===== config.mk =====
export PLATFORM = sky130hd
export DESIGN_NAME = credit_sender
export DESIGN_NICKNAME = d
export VERILOG_FILES = /design/src/rtl/credit_sender.sv
export SDC_FILE = /design/constraint.sdc
export NUM_CORES = 1
export LEC_CHECK = 0
export ABC_CLOCK_PERIOD_IN_PS = 5200
export CORE_MARGIN = 2
export CORE_UTILIZATION = 45
export DETAILED_ROUTE_END_ITERATION = 12
export PLACE_DENSITY = 0.83
export SLEW_MARGIN = 30
export SYNTH_ARGS = -nofsm -noshare
export SYNTH_HDL_FRONTEND = slang
export SYNTH_SLANG_ARGS = --single-unit

===== constraint.sdc =====
create_clock -name clk -period 5.2 [get_ports clk]
set_input_delay 0.52 -clock clk [delete_from_list [all_inputs] [get_ports clk]]
set_output_delay 0.52 -clock clk [all_outputs]
set_load 0.03 [all_outputs]

===== src/rtl/credit_sender.sv =====
// Transmit end of a credit-based push link: forwards upstream ready/valid words, one credit per word.
// Optional sticky overflow flag enabled by defining CREDIT_SENDER_OVERFLOW_EN.
module credit_sender #(
    parameter int DATA_WIDTH   = 8,
    parameter int MAX_CREDITS  = 4,
    parameter int CREDIT_WIDTH = $clog2(MAX_CREDITS + 1)
) (
    input  logic                    clk,
    input  logic                    rst,
    input  logic                    in_valid,
    output logic                    in_ready,
    input  logic [DATA_WIDTH-1:0]   in_data,
    output logic                    push_valid,
    output logic [DATA_WIDTH-1:0]   push_data,
    input  logic                    push_credit,
    output logic                    push_sender_in_reset,
    input  logic                    push_receiver_in_reset,
    input  logic [CREDIT_WIDTH-1:0] credit_initial,
    input  logic [CREDIT_WIDTH-1:0] credit_withhold,
    output logic [CREDIT_WIDTH-1:0] credit_count,
    output logic [CREDIT_WIDTH-1:0] credit_available
`ifdef CREDIT_SENDER_OVERFLOW_EN
    ,
    output logic                    credit_overflow
`endif
);

    typedef enum logic [1:0] {
        S_RESET,
        S_WAIT_RX,
        S_ACTIVE
    } state_e;

    localparam logic [CREDIT_WIDTH-1:0] MAX_C = CREDIT_WIDTH'(MAX_CREDITS);
    localparam logic [CREDIT_WIDTH-1:0] ONE_C = CREDIT_WIDTH'(1);

    state_e                  state_q;
    logic                    push_valid_q;
    logic [DATA_WIDTH-1:0]   push_data_q;
    logic                    sender_in_reset_q;
    logic [CREDIT_WIDTH-1:0] count_q, count_d;
    logic [CREDIT_WIDTH-1:0] init_clamped;
    logic [CREDIT_WIDTH-1:0] avail;
    logic                    fire;
    logic                    credit_in;

    assign init_clamped = (credit_initial > MAX_C) ? MAX_C : credit_initial;
    assign avail        = (count_q > credit_withhold) ? (count_q - credit_withhold) : '0;
    assign in_ready     = (state_q == S_ACTIVE) && !push_receiver_in_reset && (avail != '0);
    assign fire         = in_valid && in_ready;
    // Credits only count while the link is live; a credit at the ceiling is discarded.
    assign credit_in    = (state_q == S_ACTIVE) && !push_receiver_in_reset && push_credit;

    // NOTE: every signal driven in always_comb gets a default first, so no path can infer a latch.
    always_comb begin
        count_d = count_q;
        if (state_q != S_ACTIVE || push_receiver_in_reset) begin
            count_d = init_clamped;
        end else if (fire && !credit_in) begin
            count_d = count_q - ONE_C;
        end else if (!fire && credit_in && count_q != MAX_C) begin
            count_d = count_q + ONE_C;
        end
    end

    // NOTE: sequential state uses non-blocking assignments so every register samples pre-edge values.
    always_ff @(posedge clk or posedge rst) begin
        if (rst) begin
            state_q           <= S_RESET;
            push_valid_q      <= 1'b0;
            push_data_q       <= '0;
            sender_in_reset_q <= 1'b1;
            count_q           <= '0;
        end else begin
            count_q      <= count_d;
            push_valid_q <= fire;
            if (fire) begin
                push_data_q <= in_data;
            end
            case (state_q)
                S_RESET: begin
                    state_q           <= S_WAIT_RX;
                    sender_in_reset_q <= 1'b0;
                end
                S_WAIT_RX: begin
                    sender_in_reset_q <= 1'b0;
                    if (!push_receiver_in_reset) begin
                        state_q <= S_ACTIVE;
                    end
                end
                S_ACTIVE: begin
                    if (push_receiver_in_reset) begin
                        state_q <= S_WAIT_RX;
                    end
                end
                default: begin
                    state_q           <= S_RESET;
                    sender_in_reset_q <= 1'b1;
                end
            endcase
        end
    end

`ifdef CREDIT_SENDER_OVERFLOW_EN
    logic overflow_q;

    always_ff @(posedge clk or posedge rst) begin
        if (rst) begin
            overflow_q <= 1'b0;
        end else if (state_q == S_RESET) begin
            overflow_q <= 1'b0;
        end else if (credit_in && !fire && count_q == MAX_C) begin
            overflow_q <= 1'b1;
        end
    end

    assign credit_overflow = overflow_q;
`endif

    assign push_valid           = push_valid_q;
    assign push_data            = push_data_q;
    assign push_sender_in_reset = sender_in_reset_q;
    assign credit_count         = count_q;
    assign credit_available     = avail;

endmodule

After elaboration in Yosys (flattened, before gate mapping)
Cells that the tools add are included.

word-level totals
  register bits after elaboration = 15
  bits of input ports = 19
  output and inout bits = 17
  logic and storage cells = 41

cells by class
  $add $sub $neg = 3
  $lt $le $gt $ge = 2
  eq/ne operators = 6
  mux-type cells = 9
  reductions and logical operators = 16

operators with widths
  kind                                                                number
  3-bit 2-to-1 mux                                                    5
  1-bit logical AND                                                   7
  2-bit inequality test, second input constant                        3
  2-bit case mux with 3 select lines                                  1
  3-bit nonzero test                                                  2
  2-bit 2-to-1 mux                                                    2
  3-bit by 1-bit adder with 3-bit output, second input constant       1
  3-bit > comparator                                                  1
  3-bit > comparator, second input constant                           1
  1-bit zero test                                                     3
  3-bit inequality test, second input constant                        1
  3-bit by 1-bit subtractor with 3-bit output, second input constant  1
  3-bit subtractor                                                    1
  2-bit by 1-bit == test with 1-bit output, second input constant     1
  2-bit == test, second input constant                                1
  2-bit zero test                                                     1
  1-bit case mux with 2 select lines                                  1
  2-bit AND reduction                                                 1
  2-bit OR reduction                                                  1
  1-bit logical OR                                                    1

Longest topological paths before layout
Gate-level depths: netlist (run 1).

  word-level depth = 11
  depth in mapped cells = 13
  depth with buffers taken out = 13

Worst setup path before layout (run 1)
No wires, ideal clock.

  path kind = register -> register
  start = reg count_q[0] (netlist: credit_count[0])
  end = reg count_q[2] (netlist: credit_count[2])
  library setup time = 0.082 ns
  arrival = 3.175 ns
  required time = 5.118 ns
  path slack = 1.944 ns
  stages on the path, launching flop included = 14
  path buffers = 0
  period minus slack after synthesis = 3.256 ns
  cell sequence = dfrtp_1 > inv_1 > ha_1 > inv_1 > fa_1 > xnor2_1 > nand3b_1 > nand4_2 > or2_2 > fa_1 > nor3b_1 > a21oi_1 > mux2_4 > a31oi_1

between the ends
  cells in the longest elaborated chain, start to end = 9
  elaborated cells on any way between the ends = 17
  those cells by class = add/sub (3); order compare (1); eq/ne (1); mux (4); reduce/logical (8)

RTL lines
  what                                                           line  text
  from (decl)                                                    41    logic [CREDIT_WIDTH-1:0] count_q, count_d;
  from (signal assigned)                                         75    count_q <= count_d;
  3-bit subtractor / 3-bit > comparator (equally long branches)  48    assign avail = (count_q > credit_withhold) ? (count_q - credit_withhold) : '0;
  3-bit 2-to-1 mux                                               48
  3-bit nonzero test                                             49    assign in_ready = (state_q == S_ACTIVE) && !push_receiver_in_reset && (avail != '0);
  1-bit logical AND                                              49
  1-bit logical AND                                              50    assign fire = in_valid && in_ready;
  1-bit zero test                                                61    end else if (!fire && credit_in && count_q != MAX_C) begin
  1-bit logical AND (2 in series)                                61
  3-bit nonzero test (no line)                                   -

Parallel ways exist; a longest one is shown, timed or not. The select of a mux whose other input is x is not followed.
A chain may end at the register's enable or synchronous reset.

Worst setup path after layout (run 1)
  start = in credit_withhold[2]
  end = reg count_q[2] (netlist: credit_count[2])

between the ends
  cells in the longest elaborated chain, start to end = 9
  elaborated cells on any way between the ends = 13
  those cells by class = add/sub (1); order compare (1); mux (3); reduce/logical (8)

RTL lines
  what                                                           line  text
  from (decl)                                                    19    input logic [CREDIT_WIDTH-1:0] credit_withhold,
  3-bit subtractor / 3-bit > comparator (equally long branches)  48
  3-bit 2-to-1 mux *                                             48
  3-bit nonzero test *                                           49
  1-bit logical AND *                                            49
  1-bit logical AND *                                            50
  1-bit zero test                                                61
  1-bit logical AND (2 in series)                                61
  3-bit nonzero test (no line)                                   -

Every way passes the cells marked *; elsewhere a longest branch is shown, timed or not.

==> results of run 1 <==
[kinds of logic (layout without fill, tap and decap cells)]
family	Yosys count	count (layout)	synth area share (%)
compound gates	9	9	7.35
xor+xnor	3	3	2.91
fa+ha+maj	6	6	9.71
buf+inv	11	48	5.41
flops	15	15	41.7
mux	12	12	15.0
simple gates	28	28	17.9
[metrics by stage]
step / worst slack, ns / area (sq um) / cells / hold WS [ns]
after global routing: 1.33 / 1300 / 148 / 0.543
final: 1.64 / 1300 / 148 / 0.494
after global placement: 1.44 / 1270 / 144 / 0.475
after floorplan: 1.94 / 902 / 84 / 0.421
after detailed placement: 1.33 / 1270 / 144 / 0.482
after CTS: 1.61 / 1300 / 148 / 0.495
[worst max-delay path by stage]
stage	end	slack (ns)	cells after the start	start
finish	credit_count[2]	1.64	13	credit_withhold[2]
global route	credit_count[2]	1.33	13	credit_withhold[2]
CTS	credit_count[2]	1.61	13	credit_withhold[2]
detailed placement	credit_count[2]	1.33	13	credit_withhold[2]
global placement	credit_count[2]	1.44	13	credit_withhold[2]
floorplan	credit_count[2]	1.94	13	credit_count[0]
[cell usage in the layout, fill, tap and decap left out, types with 3 or more instances in the layout]
master           Yosys  layout
a31oi_1              3       3
clkbuf_4             0       3
clkdlybuf4s50_1      0      35
dfrtp_1             14      14
ha_1                 3       3
inv_1                9       9
mux2_2               8       8
mux2i_1              3       3
nand2_1              3       3
nand3_1              3       3
nor2_1               7       7
[tightest hold or removal path: stages, from the launching register on]
cell and delay (ns):
dfstp_2 0.38, nor2_1 0.07, nor2_1 0.05
[layout make-up]
type                    instances  area (sq um)  share of cell area [%]
clock buffers                   4          26.3                    2.03
multi-input cells              58           477                    36.7
flip-flops and latches         15           377                    29.0
repair buffers                 35           350                    27.0
inverters                       9          33.8                    2.60
well taps                      27          33.8                    2.60
[layer usage]
| metal | vias to the layer above | GRT usage [%] | routed length [um] |
|---|---|---|---|
| li1 | 364 | - | - |
| met4 | 0 | 4.29 | 9 |
| met1 | 341 | 23.6 | 834 |
| met3 | 2 | 3.68 | 113 |
| met5 | - | 0 | 0 |
| met2 | 27 | 28.5 | 880 |
[power breakdown]
group          internal [W]  switching (W)
Sequential         0.000163      0.0000315
Combinational      0.000145       0.000165
Clock             0.0000296      0.0000341
[flip-flops by register name, summed over array words and instances, names as in the netlist]
name,flops
push_valid,1
push_data,8
credit_count,3
state_q,2
push_sender_in_reset,1
==> flow_summary.toml, run 1 <==
[status]
status = "complete, no violations"

[floorplanning]
pin_count = 36
die_h_um = 48.8
initial_utilization_pct = 46.9
rows = 16
dieArea_sq_mm = 0.00238
die_w_um = 48.8
core_area_sq_mm = 0.00192

[sta]
slew_viol_final = 0
period_share_pct = 68.4
tns_ns = 0
setup_violations = 0
fmaxAchievable_mhz = 281
slew_headroom_pct = 55.2
tightest_slew_ns = 0.666
finalCriticalPeriod_ns = 3.56
grt_setup_unrepaired = "no"
skew_ns = 0.000449
hold_viol = 0

[job]
drv_cap = 0

[yosys]
synth_top_area_share_pct = 38.8
yosys_warnings = 0
ys_types = 33
synth_common_cells = "dfrtp_1, inv_1, mux2_2"
async_reset_ff_share_pct = 100
synth_area_sq_um = 902
synth_edf_count = 0
synth_nets = 108
avgSynthCellArea_sq_um = 10.7
synth_area_leaders = "dfrtp_1, mux2_2, fa_1"
yosysMostFrequentCell = "dfrtp_1"
synth_seq_cells = 15
synth_top_cell_by_area = "dfrtp_1"
ys_seq_area_share_pct = 41.7
syn_inst = 84
ys.flop_type = "dfrtp_1"

[global_routing]
grt.total_usage_pct = 17.4
grt_pass1_wl_mm = 3.27
grt_pass1_vias = 738
antenna_found_initial = 0
grt_max_degree = 16
grt-ovfl-total = 0

[critical_path]
criticalPathCategory = "in2reg"
cpPeakStageDelay_ns = 0.46
critPathRequiredTime_ns = 5.39
r2r_end = "credit_count[2]"
cp_num_buf_inv = 2
slowest_stage = "clkdlybuf4s50_1"
worstSetupEndpointType = "flip-flop"
cp_common_cell = "a31oi_1"
arrival_ns = 3.75
r2r_setup_slack_ns = 1.81
crit_chain = "clkdlybuf4s50_1 > inv_1 > ha_1 > a21o_1 > a31oi_2 > a31oi_1 > nand4_2 > or2_2 > fa_1 > nor3b_1 > a21oi_1 > mux2_4 > a31oi_1"
reg2reg_depth = 13
cp-start-kind = "primary input"
path_delay_family = "simple AND/OR/NAND/NOR gates"
cp_max_fo = 10
rr_startpoint = "credit_count[0]"

[cts]
cts_setup_buffers = 0
numCtsBuffers = 3
clock_sinks = 15
clk_pin_slew_ns = 0.08
insertion_delay_ns = 0.27
hold_buffers = 0
cts_resized = 0
cts_tree = "built"
clock_path_buffers = 2
cts-root-buf = "clkbuf_4"
cts_max_level = 1

[placement]
place_congestion = 0.747
dp_hpwl_mm = 1.47
port_buffers = 35

[detailed_routing]
via_per_inst = 4.96
routed_wl_mm = 1.84
drtAntennaViolNets = 0
drtPass1Iterations = 4
drt_iter0_drc = 5
avgRoutedWirePerCell_um = 12.4
vias = 734
drc = 0

[pwr]
peakVddDrop_uv = 263
power_density_mw_per_mm2 = 438
p_total_w = 0.000569
power_leakage_nw = 0.575

[final_layout]
fin_util_pct = 67.5
synthToLayoutAreaGrowth_pct = 43.8
diodes = 0
layout-drive-gt1-share_pct = 13.2
nFillCells = 163
layout.nets = 146

[min_path]
hold_end = "push_sender_in_reset"
min_from = "push_sender_in_reset"
holdPathStages = 2
hold_class = "reg2reg"
No activity file was read; power rests on OpenSTA's default activity.
==> run 2: changes to the inputs <==
--- a/config.mk
+++ b/config.mk
@@ -5,11 +5,11 @@
 export SDC_FILE = /design/constraint.sdc
 export NUM_CORES = 1
 export LEC_CHECK = 0
-export ABC_CLOCK_PERIOD_IN_PS = 5200
+export ABC_CLOCK_PERIOD_IN_PS = 3000
 export CORE_MARGIN = 2
-export CORE_UTILIZATION = 45
+export CORE_UTILIZATION = 38
 export DETAILED_ROUTE_END_ITERATION = 12
-export PLACE_DENSITY = 0.83
+export PLACE_DENSITY = 0.74
 export SLEW_MARGIN = 30
 export SYNTH_ARGS = -nofsm -noshare
 export SYNTH_HDL_FRONTEND = slang
==> constraint.sdc (replaced) <==
create_clock -name clk -period 3 [get_ports clk]
set_input_delay 0.3 -clock clk [delete_from_list [all_inputs] [get_ports clk]]
set_output_delay 0.3 -clock clk [all_outputs]
set_load 0.03 [all_outputs]
==> run 2 against run 1 <==
Net effect:
- sequential share of layout area is 2.5 points lower
- core utilization is 3.7 points lower
- register-to-register slack worse by 1.7 ns
- via count is 10% higher
- sequential cell count stayed put
- clock skew is 0.0033 ns higher
- wire length is 17% higher
- clock power is 81% higher
==> flow_summary.toml, run 2 (synthesized netlist as in run 1, its figures left out) <==
[detailed_routing]
routed_wl_mm = 2.14
drc = 0
via_per_inst = 5.05
avgRoutedWirePerCell_um = 13.4
drtAntennaViolNets = 0
drt_iter0_drc = 2
vias = 808
drtPass1Iterations = 4

[critical_path]
arrival_ns = 2.64
cp-start-kind = "primary input"
critPathRequiredTime_ns = 2.70
cp_common_cell = "clkdlybuf4s50_1"
crit_chain = "clkdlybuf4s50_1 > ha_1 > inv_2 > fa_2 > xnor2_1 > nand3b_1 > buf_4 > and3_1 > clkdlybuf4s50_1"
slowest_stage = "clkdlybuf4s50_1"
cp_max_fo = 2
cpPeakStageDelay_ns = 0.58
worstSetupEndpointType = "output pin"
criticalPathCategory = "in2out"

[pwr]
power_leakage_nw = 0.627
peakVddDrop_uv = 523
p_total_w = 0.00104
power_density_mw_per_mm2 = 732

[status]
status = "complete, no violations"

[sta]
setup_slack_ns = 0.0578
worst_hold_slack_ns = 0.375
period_share_pct = 98.1
setup_violations = 0
slew_viol_final = 0
tns_ns = 0
finalCriticalPeriod_ns = 2.94
slew_headroom_pct = 60.6
hold_viol = 0
fmaxAchievable_mhz = 340
tightest_slew_ns = 0.591
skew_ns = 0.00378
grt_setup_unrepaired = "yes"

[final_layout]
largest_reg_flops = 8
diodes = 0
layout-drive-gt1-share_pct = 26.5
layout_commonest_cell = "clkdlybuf4s50_1"
nFillCells = 193
layout.nets = 157
synthToLayoutAreaGrowth_pct = 58.0
final_cell_mix = "clkdlybuf4s50_1, dfrtp_1, buf_4"

[floorplanning]
die_w_um = 52.7
pin_count = 36
die_h_um = 52.7
dieArea_sq_mm = 0.00278
rows = 17
initial_utilization_pct = 40.4
core_area_sq_mm = 0.00223

[cts]
cts_tree = "built"
cts-root-buf = "clkbuf_4"
numCtsBuffers = 3
cts_max_level = 1
clock_sinks = 15
hold_buffers = 0
clk_pin_slew_ns = 0.09
clock_path_buffers = 2
insertion_delay_ns = 0.28

[global_routing]
grt_max_degree = 16
grt-ovfl-total = 0
grt_pass1_vias = 857
grt.total_usage_pct = 17.6
antenna_found_initial = 0
grt_pass1_wl_mm = 3.59

[placement]
dp_slack_ns = -0.192
port_buffers = 35
dp_hpwl_mm = 1.69
place_congestion = 0.828

[min_path]
hold_class = "in2async"

[job]
drv_cap = 0
-- run 2: cell types whose count changed in the layout (fill, tap and decap cells not counted), sizes merged --
| cell | before | now |
|---|---|---|
| buf | 0 | 11 |
-- run 2: timing repair --
item	CTS	global route
setup endpoints to repair	0	3
buffers inserted	0	5
resized for setup	0	6
hold endpoints to repair	0	0
-- run 2: path summary, 6_finish.rpt --
check	to	slack (ns)	depth (start not counted)	startpoint
max reg2reg	credit_count[2]	0.09	12	credit_count[0]
min	push_data[2]	0.38	2	rst
min in group clk	push_sender_in_reset	0.50	2	push_sender_in_reset
max	in_ready	0.06	9	credit_withhold[0]
min reg2reg	push_sender_in_reset	0.50	2	push_sender_in_reset
max in group asynchronous	credit_count[0]	2.21	2	rst
-- run 2: worst max-delay path, delay by kind of cell --
kind                       cells  cell delay, ns
xor gates and xnor gates       1            0.21
adders and majority gates      2            0.50
and+or+nand+nor                2            0.35
buffers and inverters          4            1.28
-- run 2: per-layer routing --
layer / vias to the layer above / share of wire (%) / GRT usage [%]
li1: 389 / - / -
met2: 29 / 50 / 31.0
met4: 0 / 0.19 / 7.69
met3: 2 / 6.1 / 3.14
met5: - / 0 / 0
met1: 388 / 44 / 20.6
-- run 2: area by class of cell --
type / instances / area [sq um] / area share [%]
multi-input cells: 58 / 517 / 36.3
flip-flops and latches: 15 / 378 / 26.5
clock buffers: 4 / 26.3 / 1.84
repair buffers: 46 / 433 / 30.4
well taps: 28 / 35.0 / 2.46
inverters: 9 / 36.3 / 2.55
-- run 2: power breakdown --
| group | total [W] | leakage, nW | switching (W) | internal, W |
|---|---|---|---|---|
| combinational | 0.000593 | 0.422 | 0.000308 | 0.000285 |
| sequential | 0.000336 | 0.189 | 0.0000531 | 0.000283 |
| clock | 0.000115 | 0.0150 | 0.0000633 | 0.0000515 |
-- run 2: stage by stage --
step / util [%] / cells / area (sq um)
2_1_floorplan: - / 84 / 923
3_3_place_gp: 59.9 / 151 / 1340
3_5_place_dp: 59.9 / 151 / 1340
4_1_cts: 61.1 / 155 / 1370
5_1_grt: 63.8 / 160 / 1430
6_report: 63.8 / 160 / 1430
